### config.mk
export PLATFORM = sky130hd
export DESIGN_NAME = videomem_axi_slave
export DESIGN_NICKNAME = d
export VERILOG_FILES = /design/src/rtl/videomem_axi_pkg.sv /design/src/rtl/videomem_axi_rd_engine.sv /design/src/rtl/videomem_axi_slave.sv
export SDC_FILE = /design/constraint.sdc
export NUM_CORES = 1
export LEC_CHECK = 0
export CORE_ASPECT_RATIO = 1.1
export CORE_MARGIN = 2
export CORE_UTILIZATION = 35
export CTS_CLUSTER_SIZE = 30
export DETAILED_ROUTE_END_ITERATION = 7
export PLACE_DENSITY = 0.76
export SETUP_SLACK_MARGIN = 0.05
export SYNTH_ARGS = -nofsm -noshare
export SYNTH_HDL_FRONTEND = slang
export SYNTH_SLANG_ARGS = --single-unit
### constraint.sdc
create_clock -name clk -period 5.86 [get_ports clk]
set_clock_uncertainty 0.1 [all_clocks]
set_input_delay 0.586 -clock clk [delete_from_list [all_inputs] [get_ports clk]]
set_output_delay 0.586 -clock clk [all_outputs]
set_load 0.005 [all_outputs]
### src/rtl/videomem_axi_pkg.sv
// Shared types and helpers for the video-memory AXI responder.
package videomem_axi_pkg;

    typedef enum logic [1:0] {
        RESP_OKAY   = 2'b00,
        RESP_SLVERR = 2'b10
    } resp_t;

    typedef enum logic [1:0] {W_IDLE, W_DATA, W_RESP} wr_state_t;
    typedef enum logic [1:0] {R_IDLE, R_REQ, R_DATA} rd_state_t;

    // SRAM word-address width: byte-address width minus the byte-offset bits.
    function automatic int word_addr_w(input int size, input int dw);
        return size - $clog2(dw / 8);
    endfunction

endpackage

### src/rtl/videomem_axi_rd_engine.sv
// Read side of the video-memory responder: AR acceptance, one SRAM read per
// beat (R_REQ), and a registered R channel. rd_port_req tells the top that
// the read side owns the SRAM port this cycle.
module videomem_axi_rd_engine import videomem_axi_pkg::*; #(
    parameter int DW  = 64,
    parameter int AW  = 18,
    parameter int WAW = 15
) (
    input  logic            clk,
    input  logic            rst,
    input  logic [AW-1:0]   ARADDR,
    input  logic [7:0]      ARLEN,
    input  logic            ARVALID,
    output logic            ARREADY,
    output logic [DW-1:0]   RDATA,
    output logic            RLAST,
    output logic            RVALID,
    input  logic            RREADY,
    input  logic [DW-1:0]   mem_rdata,
    output logic            rd_port_req,
    output logic [WAW-1:0]  rd_addr
);

    rd_state_t       r_state;
    logic [8:0]      r_len, r_cnt;
    logic            arready_q, rvalid_q, rlast_q, rd_first;
    logic [DW-1:0]   rdata_q;
    logic            unused_addr_bits;

    assign unused_addr_bits = ^ARADDR;

    assign ARREADY     = arready_q;
    assign RVALID      = rvalid_q;
    assign RLAST       = rlast_q;
    assign rd_port_req = (r_state == R_REQ);
    // SRAM data is only valid in the first R_DATA cycle; afterwards the
    // captured copy keeps RDATA stable while the initiator stalls.
    assign RDATA       = rd_first ? mem_rdata : rdata_q;

    // Read FSM: accept AR, issue one SRAM read, present the beat, repeat.
    always_ff @(posedge clk or posedge rst) begin
        if (rst) begin
            r_state   <= R_IDLE;
            rd_addr   <= '0;
            r_len     <= '0;
            r_cnt     <= '0;
            arready_q <= 1'b0;
            rvalid_q  <= 1'b0;
            rlast_q   <= 1'b0;
            rd_first  <= 1'b0;
            rdata_q   <= '0;
        end else begin
            case (r_state)
                R_IDLE: begin
                    if (ARVALID && arready_q) begin
                        rd_addr   <= ARADDR[AW-1 -: WAW];
                        r_len     <= {1'b0, ARLEN};
                        r_cnt     <= '0;
                        arready_q <= 1'b0;
                        r_state   <= R_REQ;
                    end else begin
                        arready_q <= 1'b1;
                    end
                end
                R_REQ: begin
                    rvalid_q <= 1'b1;
                    rlast_q  <= (r_cnt == r_len);
                    rd_first <= 1'b1;
                    r_state  <= R_DATA;
                end
                R_DATA: begin
                    rd_first <= 1'b0;
                    if (rd_first)
                        rdata_q <= mem_rdata;
                    if (RREADY) begin
                        rvalid_q <= 1'b0;
                        rlast_q  <= 1'b0;
                        if (rlast_q) begin
                            arready_q <= 1'b1;
                            r_state   <= R_IDLE;
                        end else begin
                            rd_addr <= rd_addr + 1'b1;
                            r_cnt   <= r_cnt + 1'b1;
                            r_state <= R_REQ;
                        end
                    end
                end
                default: r_state <= R_IDLE;
            endcase
        end
    end

endmodule

### src/rtl/videomem_axi_slave.sv
// AXI4 responder for the video memory. Write FSM lives here; the read FSM is
// in videomem_axi_rd_engine. Reads take priority on the single SRAM port.
module videomem_axi_slave import videomem_axi_pkg::*; #(
    parameter int LOWRISC_AXI_DATA_WIDTH = 64,
    parameter int VIDEOMEM_SIZE          = 18,
    localparam int DW  = LOWRISC_AXI_DATA_WIDTH,
    localparam int WAW = word_addr_w(VIDEOMEM_SIZE, LOWRISC_AXI_DATA_WIDTH)
) (
    input  logic                     clk,
    input  logic                     rst,
    input  logic [VIDEOMEM_SIZE-1:0] AWADDR,
    input  logic [7:0]               AWLEN,
    input  logic                     AWVALID,
    output logic                     AWREADY,
    input  logic [DW-1:0]            WDATA,
    input  logic [DW/8-1:0]          WSTRB,
    input  logic                     WLAST,
    input  logic                     WVALID,
    output logic                     WREADY,
    output logic [1:0]               BRESP,
    output logic                     BVALID,
    input  logic                     BREADY,
    input  logic [VIDEOMEM_SIZE-1:0] ARADDR,
    input  logic [7:0]               ARLEN,
    input  logic                     ARVALID,
    output logic                     ARREADY,
    output logic [DW-1:0]            RDATA,
    output logic [1:0]               RRESP,
    output logic                     RLAST,
    output logic                     RVALID,
    input  logic                     RREADY,
    output logic                     mem_en,
    output logic                     mem_we,
    output logic [WAW-1:0]           mem_addr,
    output logic [DW-1:0]            mem_wdata,
    output logic [DW/8-1:0]          mem_wstrb,
    input  logic [DW-1:0]            mem_rdata
);

    wr_state_t       w_state;
    logic [WAW-1:0]  w_addr;
    logic [8:0]      w_len, w_cnt;
    logic            w_err, awready_q, bvalid_q;
    resp_t           bresp_q;
    logic            w_hs, w_in_range;
    logic            rd_port_req;
    logic [WAW-1:0]  rd_addr;
    logic            unused_addr_bits;

    assign unused_addr_bits = ^AWADDR;

    assign AWREADY    = awready_q;
    assign BVALID     = bvalid_q;
    assign BRESP      = bresp_q;
    assign RRESP      = RESP_OKAY;
    // A pending read request owns the port, so W is stalled for that cycle.
    assign WREADY     = (w_state == W_DATA) && !rd_port_req;
    assign w_hs       = WVALID && WREADY;
    assign w_in_range = (w_cnt <= w_len);
    assign mem_wdata  = WDATA;

    // Write FSM: AW latch, per-beat SRAM writes with overrun/underrun
    // tracking, then a B response held until accepted.
    always_ff @(posedge clk or posedge rst) begin
        if (rst) begin
            w_state   <= W_IDLE;
            w_addr    <= '0;
            w_len     <= '0;
            w_cnt     <= '0;
            w_err     <= 1'b0;
            awready_q <= 1'b0;
            bvalid_q  <= 1'b0;
            bresp_q   <= RESP_OKAY;
        end else begin
            case (w_state)
                W_IDLE: begin
                    if (AWVALID && awready_q) begin
                        w_addr    <= AWADDR[VIDEOMEM_SIZE-1 -: WAW];
                        w_len     <= {1'b0, AWLEN};
                        w_cnt     <= '0;
                        w_err     <= 1'b0;
                        awready_q <= 1'b0;
                        w_state   <= W_DATA;
                    end else begin
                        awready_q <= 1'b1;
                    end
                end
                W_DATA: begin
                    if (w_hs) begin
                        if (w_in_range) begin
                            w_addr <= w_addr + 1'b1;
                            w_cnt  <= w_cnt + 1'b1;
                        end else begin
                            w_err <= 1'b1;
                        end
                        if (WLAST) begin
                            bvalid_q <= 1'b1;
                            bresp_q  <= (w_err || !w_in_range || (w_cnt != w_len))
                                        ? RESP_SLVERR : RESP_OKAY;
                            w_state  <= W_RESP;
                        end
                    end
                end
                W_RESP: begin
                    if (BREADY) begin
                        bvalid_q  <= 1'b0;
                        bresp_q   <= RESP_OKAY;
                        awready_q <= 1'b1;
                        w_state   <= W_IDLE;
                    end
                end
                default: w_state <= W_IDLE;
            endcase
        end
    end

    // SRAM port mux: read request first, then an in-range write beat.
    always_comb begin
        mem_en    = 1'b0;
        mem_we    = 1'b0;
        mem_addr  = w_addr;
        mem_wstrb = '0;
        if (rd_port_req) begin
            mem_en   = 1'b1;
            mem_addr = rd_addr;
        end else if (w_hs && w_in_range) begin
            mem_en    = 1'b1;
            mem_we    = 1'b1;
            mem_wstrb = WSTRB;
        end
    end

    videomem_axi_rd_engine #(
        .DW  (DW),
        .AW  (VIDEOMEM_SIZE),
        .WAW (WAW)
    ) u_rd (
        .clk         (clk),
        .rst         (rst),
        .ARADDR      (ARADDR),
        .ARLEN       (ARLEN),
        .ARVALID     (ARVALID),
        .ARREADY     (ARREADY),
        .RDATA       (RDATA),
        .RLAST       (RLAST),
        .RVALID      (RVALID),
        .RREADY      (RREADY),
        .mem_rdata   (mem_rdata),
        .rd_port_req (rd_port_req),
        .rd_addr     (rd_addr)
    );

endmodule
# After elaboration in Yosys (flattened, before gate mapping)

Index checks and enable logic that the tools add are counted.

Bits in registers: 141
Bits of input ports: 196
Output and inout port bits: 163
Word-level logic and storage cells: 120

Equality and inequality tests: 16
Magnitude comparators: 1
Add/subtract/negate cells: 4
Muxes and demuxes: 55
Reductions and logical operators: 27

Operators with widths:

| operator                                               | number |
|---|---|
| 2-to-1 mux 15 bit                                      | 7 |
| 2-to-1 mux 64 bit                                      | 1 |
| one-hot mux 15 bit (2 select lines)                    | 2 |
| 2-to-1 mux 9 bit                                       | 6 |
| one-hot mux 9 bit (2 select lines)                     | 2 |
| adder 15 x 1 -> 15 bit (second input constant)         | 2 |
| AND reduction 4 bit                                    | 5 |
| adder 9 x 1 -> 9 bit (second input constant)           | 2 |
| 2-to-1 mux 2 bit                                       | 9 |
| 2-to-1 mux 1 bit                                       | 16 |
| 2-to-1 mux 8 bit                                       | 2 |
| inequality test 2 bit (second input constant)          | 8 |
| one-hot mux 1 bit (2 select lines)                     | 7 |
| one-hot mux 2 bit (3 select lines)                     | 2 |
| AND reduction 2 bit                                    | 5 |
| nonzero test 2 bit                                     | 5 |
| equality test 9 x 8 -> 1 bit                           | 1 |
| less-or-equal comparator 9 x 8 -> 1 bit                | 1 |
| inequality test 9 x 8 -> 1 bit                         | 1 |
| logical AND 1 bit                                      | 5 |
| equality test 2 x 1 -> 1 bit (second input constant)   | 2 |
| equality test 2 bit (second input constant)            | 2 |
| logical NOT 2 bit                                      | 2 |
| inequality test 2 x 1 -> 1 bit (second input constant) | 2 |
| other kinds (4)                                        | 6 |

# Depth between registers and ports, before layout

Depth after elaboration: 8
Gate-level depth with buffers: 9
Gate-level depth less buffers: 8

# Hierarchy

A second synthesis with hierarchy kept.

Cell total of the unflattened synthesis: 907
Area total of the unflattened synthesis: 8266.7 µm²

By module, submodules not included:

| module                 | seq. area each (µm²) | instances | area an instance (µm²) | cells an instance |
|---|---|---|---|---|
| videomem_axi_rd_engine | 2552.4               | 1         | 5317.6                 | 567 |
| videomem_axi_slave     | 950.9                | 1         | 2949.1                 | 340 |

# Least setup slack after synthesis

No wires, ideal clock.

Kind: register -> output
Start point: reg w_cnt[6]
End point: out mem_wstrb[0]
Buffers on the path: 1
Setup slack: 3.164 ns
Arrival: 2.010 ns
Data required time: 5.174 ns
Cell stages (with the launch flop): 9
Cells stage by stage: dfrtp_1 > ha_1 > a21o_1 > a211o_1 > o211ai_2 > nand4b_4 > inv_2 > buf_4 > and2_1

Word-level cells in the longest chain between the ends: 4

RTL lines:

| element                                 | RTL line                  | source |
|---|---|---|
| start, declared                         | videomem_axi_slave.sv:42  | `logic [8:0] w_len, w_cnt;` |
| start signal, assigned                  | videomem_axi_slave.sv:92  | `w_cnt <= w_cnt + 1'b1;` |
| less-or-equal comparator 9 x 8 -> 1 bit | videomem_axi_slave.sv:59  | `assign w_in_range = (w_cnt <= w_len);` |
| logical AND 1 bit                       | videomem_axi_slave.sv:126 | `end else if (w_hs && w_in_range) begin` |
| 2-to-1 mux 8 bit                        | videomem_axi_slave.sv:126 |  |
| 2-to-1 mux 8 bit                        | videomem_axi_slave.sv:123 | `if (rd_port_req) begin` |
| end, declared                           | videomem_axi_slave.sv:36  | `output logic [DW/8-1:0] mem_wstrb,` |

Every way passes these cells.

# Worst setup path after layout

Start point: reg w_cnt[6]
End point: out mem_wstrb[2]

Same word-level chain as after synthesis.

==> metrics <==
CTS Buf Count=17; adder-cell share of the synthesized area=0.0243; Die ar.=0.0248 sq mm; Place WS=2.07 ns; Total Wirelength=22,100 microns; critical path class=reg2out; number of I/O pins=359; Fin Hold WS=0.401 ns; Rel. slew slack=0.389; Mapped Area=0.00823 sq mm; R2R setup slack=3.07 ns; main flop type after synthesis=dfrtp_1; Longest Clk Path Bufs=2; GRT Resource Usage Total=0.180; initial drt markers=277; setup_tns=0 ns; Post-Synth XOR/XNOR Area=0.0138; Synth Warn #=0; endpoints failing setup=0; DP Wirelength=15,700 microns; Pwr Density=493 mW/mm^2; Crit-path slowest cell=o211ai_2; share of cells above drive strength 1=0.228; H-tree depth=4; Cells after Synth=771; # hold bufs at CTS=0; Syn Area/Cell=10.7 sq um; Fmax=239 MHz; Port Buf Inserts=221; critical path data required time=5.17 ns; worst-path maximum fanout=16; Synth Area in Compound Gates=0.105; DR WL/cell=18.1 microns; vias in the first global route=6,525; Crit. End Element=output port; Top delay family on crit path=compound AO/OA/AOI/OAI gates; Critical Path AT=3.51 ns; CP startpoint kind=register; Async SR Flop Fraction=1.00; DP Area=0.0102 sq mm; FF-to-FF End=w_cnt[4]; Resize count post-CTS=0; cell depth of the worst setup path=8; Hold Path End=w_len[0]; mux contribution to synthesized area=0.221; GRT overflow=0; root buffer cell=clkbuf_16; Hold Path Class=reg2reg; core outline area=0.0230 sq mm; Clock Latency Late Sink=0.42 ns; CTS sink count=140; Power Total=5.32 mW; Starting Density=0.358; Static Leak=4.34 nW; CP cell instances=ha_1 > a21o_1 > a211o_1 > o211ai_2 > nand4b_4 > inv_2 > and2_1 > clkdlybuf4s50_1; Hold Path Cell Cnt=2; R2R Path Start=w_cnt[6]; synthesized flop and latch total=140; Worst path max stage delay=0.68 ns; routability cong.=0.784; sequential area share after synthesis=0.426; worst setup margin=1.67 ns; Avg Vias per Cell=5.28; Layout Nets=1,120; Hold Crit Start=w_len[0]; ant diodes=0; Tmin final=4.19 ns; fill count=2,089; # rows=58; final hold vios=0; Final Max Slew Viols=0; number of flops mapped to enable cells by yosys=0; Crit path buffers/inverters=2; simple logic cell fraction of the synthesized area=0.115; clk slew on worst S/H paths=0.07 ns; measured slew at the worst slew-check pin=0.916 ns; status=finished, final reports clean; antenna-violating nets left=0; First-pass DRT Iterations=5; fin area=0.0108 sq mm; area grow syn2layout=31.1%; Synth cell types=61; max_cap viols=0; initial antenna violation count=0; largest family of logic cells by synthesized area=multiplexers; Worst R2R Path Depth=6; CTS tree=built; largest net degree at the start of global routing=91; Tcrit/Tclk final=0.715; chip height=165 microns; DR DRC count=0; die extent in x=150 microns; RSZ-0062 raised after global routing=no; postcts setup bufs=0; Peak VDD IR=0.261 mV; via count=6,452; first-pass GRT wire length=34,700 microns
## metal layers
metal / wire [microns] / GRT usage / part of all wire
met1: 8670 / 0.205 / 0.39
met4: 617 / 0.0806 / 0.028
met5: 0 / 0 / 0
met2: 11100 / 0.304 / 0.50
met3: 1760 / 0.0622 / 0.079
## report_power, final
group | internal, mW | total (mW) | leakage (nW) | switching, mW
Sequential | 1.41 | 1.78 | 1.67 | 0.362
Clock | 0.603 | 1.08 | 0.282 | 0.481
Combinational | 1.35 | 2.46 | 2.39 | 1.11
Total | 3.37 | 5.32 | 4.34 | 1.95
## placed cells by master, fill, tap and decap left out, drive strengths merged, types with 4 or more instances in the layout
cell           instances
nand4                 13
o311ai                 4
a21oi                 26
inv                   30
and3                  15
and4                   5
nand3                 20
o22ai                 12
nand2                 50
nor2                  28
clkbuf                17
o211ai                 6
nand3b                 4
nor3                  13
and2                   8
dfrtp                140
a211oi                 7
a21o                   4
xnor2                  9
nand2b                 5
mux2                 152
buf                    8
a311oi                 4
mux2i                 11
clkdlybuf4s50        221
nor4                   6
o21ai                 27
or3                    7
ha                    16
xor2                   4
## metrics by stage
stage | instances | util
final | 1221 | 0.469
after floorplan | 773 | -
after global placement | 1189 | 0.444
after CTS | 1221 | 0.469
after global routing | 1221 | 0.469
after detailed placement | 1189 | 0.444
## synth_stat cells (3+ instances only)
| library cell | count | area [sq um] |
|---|---|---|
| mux2_2 | 152 | 1710 |
| dfrtp_1 | 140 | 3500 |
| buf_4 | 68 | 510 |
| nand2_1 | 50 | 188 |
| clkbuf_1 | 34 | 128 |
| nor2_1 | 28 | 105 |
| o21ai_0 | 27 | 135 |
| a21oi_1 | 26 | 130 |
| nand3_1 | 20 | 100 |
| inv_1 | 19 | 71.3 |
| ha_1 | 16 | 200 |
| and3_1 | 15 | 93.8 |
| nand4_1 | 13 | 81.3 |
| nor3_1 | 13 | 65.1 |
| o22ai_1 | 12 | 75.1 |
| mux2i_1 | 11 | 110 |
| xnor2_1 | 9 | 78.8 |
| and2_1 | 8 | 50.1 |
| a211oi_1 | 7 | 52.6 |
| or3_1 | 7 | 43.8 |
| and4_1 | 5 | 43.8 |
| buf_2 | 5 | 25.0 |
| nand2b_1 | 5 | 31.3 |
| o211ai_1 | 5 | 37.5 |
| a21o_1 | 4 | 30.0 |
| a311oi_1 | 4 | 35.0 |
| buf_1 | 4 | 15.0 |
| nand3b_1 | 4 | 30.0 |
| nor4_1 | 4 | 25.0 |
| o311ai_1 | 4 | 35.0 |
| xor2_1 | 4 | 35.0 |
| a22oi_1 | 3 | 22.5 |
| o221a_2 | 3 | 33.8 |
| o221ai_1 | 3 | 26.3 |
| o31ai_1 | 3 | 22.5 |
## worst max-delay path by stage
stage / start / slack, ns / to
2_1_floorplan: rst / 1.42 / AWREADY
3_3_place_gp: w_cnt[6] / 2.13 / mem_wstrb[2]
3_5_place_dp: w_cnt[6] / 2.07 / mem_wstrb[2]
4_1_cts: w_cnt[6] / 1.62 / mem_wstrb[2]
5_1_grt: w_cnt[6] / 1.43 / mem_wstrb[2]
6_report: w_cnt[6] / 1.67 / mem_wstrb[2]
## registers in the layout, indices dropped and copies added, names as in the netlist, 2 cells and up
signal,cells
w_cnt,9
u_rd.r_state,2
u_rd.r_len,8
u_rd.rd_addr,15
w_addr,15
w_len,8
w_state,2
u_rd.r_cnt,9
u_rd.rdata_q,64
## final cells by class
type / count / area [sq um] / share of cell area
Clock buffer: 17 / 425 / 0.0394
Clock inverter: 15 / 154 / 0.0143
Inverter: 20 / 80.1 / 0.00742
Multi-Input combinational cell: 500 / 3980 / 0.369
Sequential cell: 140 / 3500 / 0.325
Tap cell: 300 / 375 / 0.0348
Timing Repair Buffer: 229 / 2270 / 0.211
## cell families after synthesis
logic type               after synthesis
AND/OR/NAND/NOR                      181
multiplexers                         163
flip-flops                           140
buffers and inverters                133
AO/OA/AOI/OAI                        124
adder cells (fa/ha/maj)               16
XOR/XNOR                              13
other                                  1
## tightest hold or removal path, cell delays in order (launching register included)
cell and delay (ns):
dfrtp_1 0.36, nand2_1 0.06, nand2_1 0.06
No activity file was read; power rests on OpenSTA's default activity.
